===== src/rtl/reg8_file_if.sv =====
// Register-file access bundle: two read ports, accumulator/flag taps,
// byte write, pair read/write and the Z80 exchange strobes.
interface reg8_file_if;
  logic [2:0]  rd_a_sel;
  logic [7:0]  rd_a_data;
  logic [2:0]  rd_b_sel;
  logic [7:0]  rd_b_data;
  logic [7:0]  acc_out;
  logic [7:0]  flags_out;
  logic        wr_en;
  logic [2:0]  wr_sel;
  logic [7:0]  wr_data;
  logic        flags_wr_en;
  logic [7:0]  flags_wr_data;
  logic [1:0]  pair_sel;
  logic [15:0] pair_out;
  logic        pair_wr_en;
  logic [15:0] pair_wr_data;
  logic        ex_af;
  logic        exx;
  logic        ex_de_hl;
  logic [1:0]  bank_state;

  // Master drives selects, strobes and write data; observes the read side.
  modport master (
    output rd_a_sel, rd_b_sel, wr_en, wr_sel, wr_data,
           flags_wr_en, flags_wr_data, pair_sel, pair_wr_en, pair_wr_data,
           ex_af, exx, ex_de_hl,
    input  rd_a_data, rd_b_data, acc_out, flags_out, pair_out, bank_state
  );

  // The register file itself.
  modport slave (
    input  rd_a_sel, rd_b_sel, wr_en, wr_sel, wr_data,
           flags_wr_en, flags_wr_data, pair_sel, pair_wr_en, pair_wr_data,
           ex_af, exx, ex_de_hl,
    output rd_a_data, rd_b_data, acc_out, flags_out, pair_out, bank_state
  );
endinterface


===== src/rtl/reg8_file.sv =====
// Z80 8-bit register file: main and primed banks of B,C,D,E,H,L plus two
// A/F pairs, with EX AF,AF' / EXX bank toggles and an in-bank EX DE,HL swap.
// Reads are combinational from the active bank; all updates land on the
// rising edge with no write-to-read bypass.
module reg8_file (
  input  logic       clk,
  input  logic       reset_n,
  reg8_file_if.slave bus
);

  localparam logic [2:0] SEL_B   = 3'd0;
  localparam logic [2:0] SEL_C   = 3'd1;
  localparam logic [2:0] SEL_D   = 3'd2;
  localparam logic [2:0] SEL_E   = 3'd3;
  localparam logic [2:0] SEL_H   = 3'd4;
  localparam logic [2:0] SEL_L   = 3'd5;
  localparam logic [2:0] SEL_MEM = 3'd6;
  localparam logic [2:0] SEL_A   = 3'd7;

  localparam logic [1:0] PAIR_BC = 2'd0;
  localparam logic [1:0] PAIR_DE = 2'd1;
  localparam logic [1:0] PAIR_HL = 2'd2;
  localparam logic [1:0] PAIR_AF = 2'd3;

  localparam logic [7:0] RESET_BYTE = 8'hFF;

  // One bank of general registers, index 0..5 = B,C,D,E,H,L.
  typedef logic [5:0][7:0] bank_t;

  bank_t      gpr_q [2];
  logic [7:0] a_q   [2];
  logic [7:0] f_q   [2];
  logic       main_bank_q;
  logic       af_bank_q;

  bank_t      act_gpr;
  logic [7:0] act_a;
  logic [7:0] act_f;

  bank_t      gpr_nxt;
  logic [7:0] a_nxt;
  logic [7:0] f_nxt;

  // Byte read through the r-field; (HL) has no register behind it and
  // reads as all ones so the datapath sees a benign value.
  function automatic logic [7:0] read_sel(input logic [2:0]  sel,
                                          input bank_t       gpr,
                                          input logic [7:0]  acc);
    logic [7:0] val;
    case (sel)
      SEL_B:   val = gpr[0];
      SEL_C:   val = gpr[1];
      SEL_D:   val = gpr[2];
      SEL_E:   val = gpr[3];
      SEL_H:   val = gpr[4];
      SEL_L:   val = gpr[5];
      SEL_MEM: val = RESET_BYTE;
      default: val = acc;
    endcase
    return val;
  endfunction

  // Pair view of the active registers, high byte in [15:8].
  function automatic logic [15:0] read_pair(input logic [1:0] sel,
                                            input bank_t      gpr,
                                            input logic [7:0] acc,
                                            input logic [7:0] flg);
    logic [15:0] val;
    case (sel)
      PAIR_BC: val = {gpr[0], gpr[1]};
      PAIR_DE: val = {gpr[2], gpr[3]};
      PAIR_HL: val = {gpr[4], gpr[5]};
      default: val = {acc, flg};
    endcase
    return val;
  endfunction

  assign act_gpr = gpr_q[main_bank_q];
  assign act_a   = a_q[af_bank_q];
  assign act_f   = f_q[af_bank_q];

  assign bus.rd_a_data  = read_sel(bus.rd_a_sel, act_gpr, act_a);
  assign bus.rd_b_data  = read_sel(bus.rd_b_sel, act_gpr, act_a);
  assign bus.acc_out    = act_a;
  assign bus.flags_out  = act_f;
  assign bus.pair_out   = read_pair(bus.pair_sel, act_gpr, act_a, act_f);
  assign bus.bank_state = {main_bank_q, af_bank_q};

  // Next contents of the currently active registers. Later statements win:
  // byte write and flag write first, pair write over both, then the
  // DE/HL swap acts on the already-written values of the same bank.
  always_comb begin
    gpr_nxt = act_gpr;
    a_nxt   = act_a;
    f_nxt   = act_f;

    if (bus.wr_en) begin
      case (bus.wr_sel)
        SEL_B:   gpr_nxt[0] = bus.wr_data;
        SEL_C:   gpr_nxt[1] = bus.wr_data;
        SEL_D:   gpr_nxt[2] = bus.wr_data;
        SEL_E:   gpr_nxt[3] = bus.wr_data;
        SEL_H:   gpr_nxt[4] = bus.wr_data;
        SEL_L:   gpr_nxt[5] = bus.wr_data;
        SEL_A:   a_nxt      = bus.wr_data;
        default: ;
      endcase
    end

    if (bus.flags_wr_en) begin
      f_nxt = bus.flags_wr_data;
    end

    if (bus.pair_wr_en) begin
      case (bus.pair_sel)
        PAIR_BC: begin
          gpr_nxt[0] = bus.pair_wr_data[15:8];
          gpr_nxt[1] = bus.pair_wr_data[7:0];
        end
        PAIR_DE: begin
          gpr_nxt[2] = bus.pair_wr_data[15:8];
          gpr_nxt[3] = bus.pair_wr_data[7:0];
        end
        PAIR_HL: begin
          gpr_nxt[4] = bus.pair_wr_data[15:8];
          gpr_nxt[5] = bus.pair_wr_data[7:0];
        end
        default: begin
          a_nxt = bus.pair_wr_data[15:8];
          f_nxt = bus.pair_wr_data[7:0];
        end
      endcase
    end

    if (bus.ex_de_hl) begin
      gpr_nxt[2] = gpr_nxt[4];
      gpr_nxt[3] = gpr_nxt[5];
      gpr_nxt[4] = (bus.pair_wr_en && bus.pair_sel == PAIR_DE) ? bus.pair_wr_data[15:8]
                 : (bus.wr_en && bus.wr_sel == SEL_D) ? bus.wr_data : act_gpr[2];
      gpr_nxt[5] = (bus.pair_wr_en && bus.pair_sel == PAIR_DE) ? bus.pair_wr_data[7:0]
                 : (bus.wr_en && bus.wr_sel == SEL_E) ? bus.wr_data : act_gpr[3];
    end
  end

  // Storage: updated values go back into the bank that was active before
  // the edge; bank selects toggle afterwards, so an exchange never moves data.
  always_ff @(posedge clk or negedge reset_n) begin
    if (!reset_n) begin
      gpr_q[0]    <= '1;
      gpr_q[1]    <= '1;
      a_q[0]      <= RESET_BYTE;
      a_q[1]      <= RESET_BYTE;
      f_q[0]      <= RESET_BYTE;
      f_q[1]      <= RESET_BYTE;
      main_bank_q <= 1'b0;
      af_bank_q   <= 1'b0;
    end else begin
      gpr_q[main_bank_q] <= gpr_nxt;
      a_q[af_bank_q]     <= a_nxt;
      f_q[af_bank_q]     <= f_nxt;
      main_bank_q        <= main_bank_q ^ bus.exx;
      af_bank_q          <= af_bank_q ^ bus.ex_af;
    end
  end

endmodule


===== src/flat_wrapper.sv =====
// flat-port wrapper written by rule: the top's interface ports become plain ports
module reg8_file_flat 
  (clk, reset_n, bus_rd_a_sel, bus_rd_b_sel, bus_wr_en, bus_wr_sel, bus_wr_data, bus_flags_wr_en, bus_flags_wr_data, bus_pair_sel, bus_pair_wr_en, bus_pair_wr_data, bus_ex_af, bus_exx, bus_ex_de_hl, bus_rd_a_data, bus_rd_b_data, bus_acc_out, bus_flags_out, bus_pair_out, bus_bank_state);
  reg8_file_if bus_i ();
  input  logic clk;
  input  logic reset_n;
  input wire logic [$bits(bus_i.rd_a_sel)-1:0] bus_rd_a_sel;
  input wire logic [$bits(bus_i.rd_b_sel)-1:0] bus_rd_b_sel;
  input wire logic [$bits(bus_i.wr_en)-1:0] bus_wr_en;
  input wire logic [$bits(bus_i.wr_sel)-1:0] bus_wr_sel;
  input wire logic [$bits(bus_i.wr_data)-1:0] bus_wr_data;
  input wire logic [$bits(bus_i.flags_wr_en)-1:0] bus_flags_wr_en;
  input wire logic [$bits(bus_i.flags_wr_data)-1:0] bus_flags_wr_data;
  input wire logic [$bits(bus_i.pair_sel)-1:0] bus_pair_sel;
  input wire logic [$bits(bus_i.pair_wr_en)-1:0] bus_pair_wr_en;
  input wire logic [$bits(bus_i.pair_wr_data)-1:0] bus_pair_wr_data;
  input wire logic [$bits(bus_i.ex_af)-1:0] bus_ex_af;
  input wire logic [$bits(bus_i.exx)-1:0] bus_exx;
  input wire logic [$bits(bus_i.ex_de_hl)-1:0] bus_ex_de_hl;
  output wire logic [$bits(bus_i.rd_a_data)-1:0] bus_rd_a_data;
  output wire logic [$bits(bus_i.rd_b_data)-1:0] bus_rd_b_data;
  output wire logic [$bits(bus_i.acc_out)-1:0] bus_acc_out;
  output wire logic [$bits(bus_i.flags_out)-1:0] bus_flags_out;
  output wire logic [$bits(bus_i.pair_out)-1:0] bus_pair_out;
  output wire logic [$bits(bus_i.bank_state)-1:0] bus_bank_state;
  assign bus_i.rd_a_sel = bus_rd_a_sel;
  assign bus_i.rd_b_sel = bus_rd_b_sel;
  assign bus_i.wr_en = bus_wr_en;
  assign bus_i.wr_sel = bus_wr_sel;
  assign bus_i.wr_data = bus_wr_data;
  assign bus_i.flags_wr_en = bus_flags_wr_en;
  assign bus_i.flags_wr_data = bus_flags_wr_data;
  assign bus_i.pair_sel = bus_pair_sel;
  assign bus_i.pair_wr_en = bus_pair_wr_en;
  assign bus_i.pair_wr_data = bus_pair_wr_data;
  assign bus_i.ex_af = bus_ex_af;
  assign bus_i.exx = bus_exx;
  assign bus_i.ex_de_hl = bus_ex_de_hl;
  assign bus_rd_a_data = bus_i.rd_a_data;
  assign bus_rd_b_data = bus_i.rd_b_data;
  assign bus_acc_out = bus_i.acc_out;
  assign bus_flags_out = bus_i.flags_out;
  assign bus_pair_out = bus_i.pair_out;
  assign bus_bank_state = bus_i.bank_state;
  reg8_file u_core (.clk(clk), .reset_n(reset_n), .bus(bus_i));
endmodule

===== config.mk =====
export PLATFORM = sky130hd
export DESIGN_NAME = reg8_file_flat
export DESIGN_NICKNAME = d
export VERILOG_FILES = /design/src/rtl/reg8_file_if.sv /design/src/rtl/reg8_file.sv /design/src/flat_wrapper.sv
export SDC_FILE = /design/constraint.sdc
export NUM_CORES = 1
export LEC_CHECK = 0
export BUFFER_PORTS_ARGS = -buffer_cell sky130_fd_sc_hd__buf_4
export CAP_MARGIN = 20
export CORE_AREA = 2 2 110 154
export DETAILED_ROUTE_END_ITERATION = 8
export DIE_AREA = 0 0 112 156
export GPL_ROUTABILITY_DRIVEN = 0
export PLACE_DENSITY_LB_ADDON = 0.12
export SYNTH_ARGS = -nofsm -noshare
export SYNTH_HDL_FRONTEND = slang
export SYNTH_SLANG_ARGS = --single-unit

===== constraint.sdc =====
create_clock -name clk -period 3.65 [get_ports clk]
set_input_delay 0.365 -clock clk [delete_from_list [all_inputs] [get_ports clk]]
set_output_delay 0.365 -clock clk [all_outputs]
set_load 0.02 [all_outputs]

==> run_results.csv <==
group,metric,value,unit
layout,finish.instance_area,10800,sq um
logic_synthesis,synth_warnings,0,
sta,setup_viol,0,
worst_setup_path,timing.critical_path.cells,"buf_12 > mux2_2 > mux2_2 > o21a_1 > o22a_1 > buf_4",
logic_synthesis,post-synth-top-area-cell,"sky130_fd_sc_hd__dfstp_2",
layout,finish.cell_count_without_fillers,1198,
place,io_buffer_count,100,
logic_synthesis,syn_avg_cell_area,10.0,sq um
worst_setup_path,worst_ep_arrival_time,2.84,ns
logic_synthesis,synth.net_count,994,
logic_synthesis,synth_top_family_by_area,"multiplexers",
worst_setup_path,worst-path-max-fanout,52,
cts,post_cts.repair.setup_buffers,0,
layout,area.growth.synth_to_final,14.6,%
layout,layout.core_utilization,67.2,%
cts,cts.clk_slew.worst_paths,0.06,ns
cts,cts.hold.buffers_added,0,
route,ant_nets,0,
sta,relSlewSlack,31.1,%
cts,numCtsBuffers,17,
worst_setup_path,critPathMostFrequentCell,"sky130_fd_sc_hd__mux2_2",
logic_synthesis,synthesis.instances,943,
floorplan,die_width,112,um
logic_synthesis,post_synth_mux_area_share,28.8,%
cts,tritoncts,"yes",
layout,most-common-layout-cells,"142 x sky130_fd_sc_hd__a21oi_1, 128 x sky130_fd_sc_hd__dfstp_2, 120 x sky130_fd_sc_hd__nor2_1",
grt,antenna_violations_before_repair,1,
sta,worst_pin_slew,1.03,ns
logic_synthesis,synth.top_cells.by_area,"sky130_fd_sc_hd__dfstp_2 36%, sky130_fd_sc_hd__mux2_2 13%, sky130_fd_sc_hd__mux4_2 7.6%",
worst_setup_path,crit_buf_inv,2,
floorplan,number_of_placed_i_o_pins,101,
cts,clkSinkCount,130,
place,dp.cells,1166,
route,remaining_drc_errors,0,
cts,worstSkewPairLatency,0.43,ns
place,pre_cts_ws,0.947,ns
power_and_ir_drop,power-per-cell-area,1010,nW/um^2
outcome,status,"complete, no violations",
floorplan,floorplan.initialDensity,58.7,%
power_and_ir_drop,worst_ir_drop_vdd,0.000849,V
sta,clock.fmax,312,MHz
cts,cts_max_path_buffers,2,
grt,all_layer_global_routing_usage,35.2,%
layout,layout.filler_cells,1253,
floorplan,die_area,17500,sq um
layout,nNetsFinal,1037,
route,detailroute.via_count,8245,
grt,grt_max_degree,95,
worst_setup_path,crit_start,"u_core.main_bank_q$_DFF_PN0_",
place,dp_hpwl,20.5,mm
worst_hold_path,holdCritPathClass,"in2async",
flow_run,max_cap_violations,0,
grt,via_count_of_the_first_global_routing_pass,8120,
worst_setup_path,required,3.28,ns
power_and_ir_drop,power_leakage,4.36,nW
sta,period_minus_slack,3.20,ns
worst_setup_path,crit_path_end_kind,"output port",
sta,finalWorstSetupSlack,0.447,ns
logic_synthesis,synth-seq-cells,130,
logic_synthesis,complex_gate_fraction_of_the_synthesized_area,20.4,%
logic_synthesis,synth.top_cell.area_share,35.6,%
route,drtIter0Drc,849,
route,wl_per_cell,25.5,um
cts,post_cts_resize_count,0,
logic_synthesis,synth-xor-area-share,0.185,%
sta,period_share,87.8,%
worst_setup_path,r2r_start,"u_core.main_bank_q$_DFF_PN0_",
grt,grt_pass1_wl,47.0,mm
logic_synthesis,synth.distinct_cells,50,
worst_setup_path,max_stage_delay,0.72,ns
layout,n_antenna_cell,0,
sta,fin_worst_hold_slack,0.0948,ns
route,drtPass1Iterations,5,
logic_synthesis,dominantRegCellSynth,"sky130_fd_sc_hd__dfstp_2",
route,totalWireLength,30.5,mm
cts,clk_root_buffer_cell,"sky130_fd_sc_hd__clkbuf_16",
logic_synthesis,synth-async-reset-ratio,100,%
logic_synthesis,synth-edff-count,0,
power_and_ir_drop,power.total,10.9,mW
sta,final.setup_skew,0.00699,ns
layout,layout-drive-gt1-share,46.2,%
sta,hold_viol,0,
worst_setup_path,worstSetupStartpointType,"register",
grt,gr-total-overflow,0,
worst_setup_path,critical_path_s_top_delay_family,"flip-flops",
worst_setup_path,timing_worst_setup_path_type,"reg2out",
sta,slew_violations,0,
place,post_dp_cell_area,10200,sq um
floorplan,std_cell_rows,55,
sta,setup_repair_after_global_routing_missed_its_margin,"false",
logic_synthesis,syn-cell-area,9450,sq um
worst_setup_path,critical-path-slowest-cell,"sky130_fd_sc_hd__dfrtp_4",
route,drt-vias-per-instance,6.88,
logic_synthesis,synthAdderAreaFrac,0,%
logic_synthesis,synth_simple_gate_area_share,9.25,%
logic_synthesis,ys_seq_area_share,36.1,%
sta,totalNegativeSetupSlack,0,ns
floorplan,floorplan.die.height,156,um
floorplan,core_area,16100,sq um
layout,most_common_library_cell_in_the_layout_ignoring_fill_and_taps,"sky130_fd_sc_hd__a21oi_1",
cts,ctsHtreeMaxLevel,4,
worst paths after layout:
path	slack (ns)	end	cells after the start
max in group asynchronous	2.69	u_core.gpr_q[52]$_DFFE_PN1N_	2
max reg2reg	0.96	u_core.gpr_q[71]$_DFFE_PN1N_	7
min in group clk	0.11	u_core.af_bank_q$_DFF_PN0_	2
min reg2reg	0.49	u_core.gpr_q[12]$_DFFE_PN1P_	2
max	0.45	bus_rd_b_data[6]	6
min	0.09	u_core.af_bank_q$_DFF_PN0_	1
worst register-to-register path, delay by kind of cell (launching register included):
kind	cells	cell delay, ns
flip-flops	1	0.67
AND/OR/NAND/NOR	1	0.16
buffers and inverters	5	1.48
AO/OA/AOI/OAI	1	0.28
metal layers:
| metal | routed length, um | share of wire (%) | vias up | track usage (%) |
|---|---|---|---|---|
| li1 | - | - | 3620 | - |
| met1 | 11700 | 38 | 4045 | 44.8 |
| met2 | 14500 | 47 | 463 | 57.0 |
| met3 | 2600 | 8.5 | 115 | 6.80 |
| met4 | 1690 | 5.5 | 2 | 18.6 |
| met5 | 14 | 0.046 | - | 0 |
power by group:
part | leakage [nW] | total, mW | switching (mW) | internal [mW]
Combinational | 2.71 | 6.01 | 3.17 | 2.84
Sequential | 1.37 | 3.09 | 0.495 | 2.60
Clock | 0.283 | 1.79 | 0.712 | 1.08
Total | 4.36 | 10.9 | 4.38 | 6.52
state kept, by name, indices dropped and copies added (netlist names):
signal and cells:
u_core.af_bank_q 1, u_core.gpr_q 96, u_core.f_q 16, u_core.main_bank_q 1, u_core.a_q 16
cell type report:
type                            count  area, sq um  area share (%)
Tap cell                          199          249            2.30
Timing Repair Buffer              117          941            8.69
Inverter                           19         71.3           0.659
Clock buffer                       18          429            3.96
Clock inverter                     14          181            1.68
Sequential cell                   130         3420            31.6
Multi-Input combinational cell    701         5540            51.1
kinds of logic after synthesis:
group,count (synthesis)
AO/OA/AOI/OAI,303
XOR/XNOR,2
buffers and inverters,112
flip-flops,130
multiplexers,201
AND/OR/NAND/NOR,195
synth_stat cells (3+ instances only):
library cell and instances:
sky130_fd_sc_hd__buf_1 5, sky130_fd_sc_hd__nor3_1 7, sky130_fd_sc_hd__a22oi_1 5, sky130_fd_sc_hd__buf_6 6, sky130_fd_sc_hd__dfstp_2 128, sky130_fd_sc_hd__nand2_1 27
sky130_fd_sc_hd__a221oi_1 64, sky130_fd_sc_hd__nand3b_1 4, sky130_fd_sc_hd__mux2i_1 27, sky130_fd_sc_hd__a21oi_1 142, sky130_fd_sc_hd__mux2_4 34, sky130_fd_sc_hd__inv_1 18
sky130_fd_sc_hd__mux2_1 3, sky130_fd_sc_hd__o211ai_1 16, sky130_fd_sc_hd__clkbuf_1 60, sky130_fd_sc_hd__mux4_2 32, sky130_fd_sc_hd__buf_2 18, sky130_fd_sc_hd__nor2_1 120
sky130_fd_sc_hd__a21oi_2 7, sky130_fd_sc_hd__o21ai_1 4, sky130_fd_sc_hd__a21o_1 12, sky130_fd_sc_hd__o21ai_0 37, sky130_fd_sc_hd__buf_4 3, sky130_fd_sc_hd__nand4bb_1 3
sky130_fd_sc_hd__a22o_1 4, sky130_fd_sc_hd__mux2_2 105, sky130_fd_sc_hd__nand2b_1 18, sky130_fd_sc_hd__nand3_1 3
(Power assumes the default switching activity.)
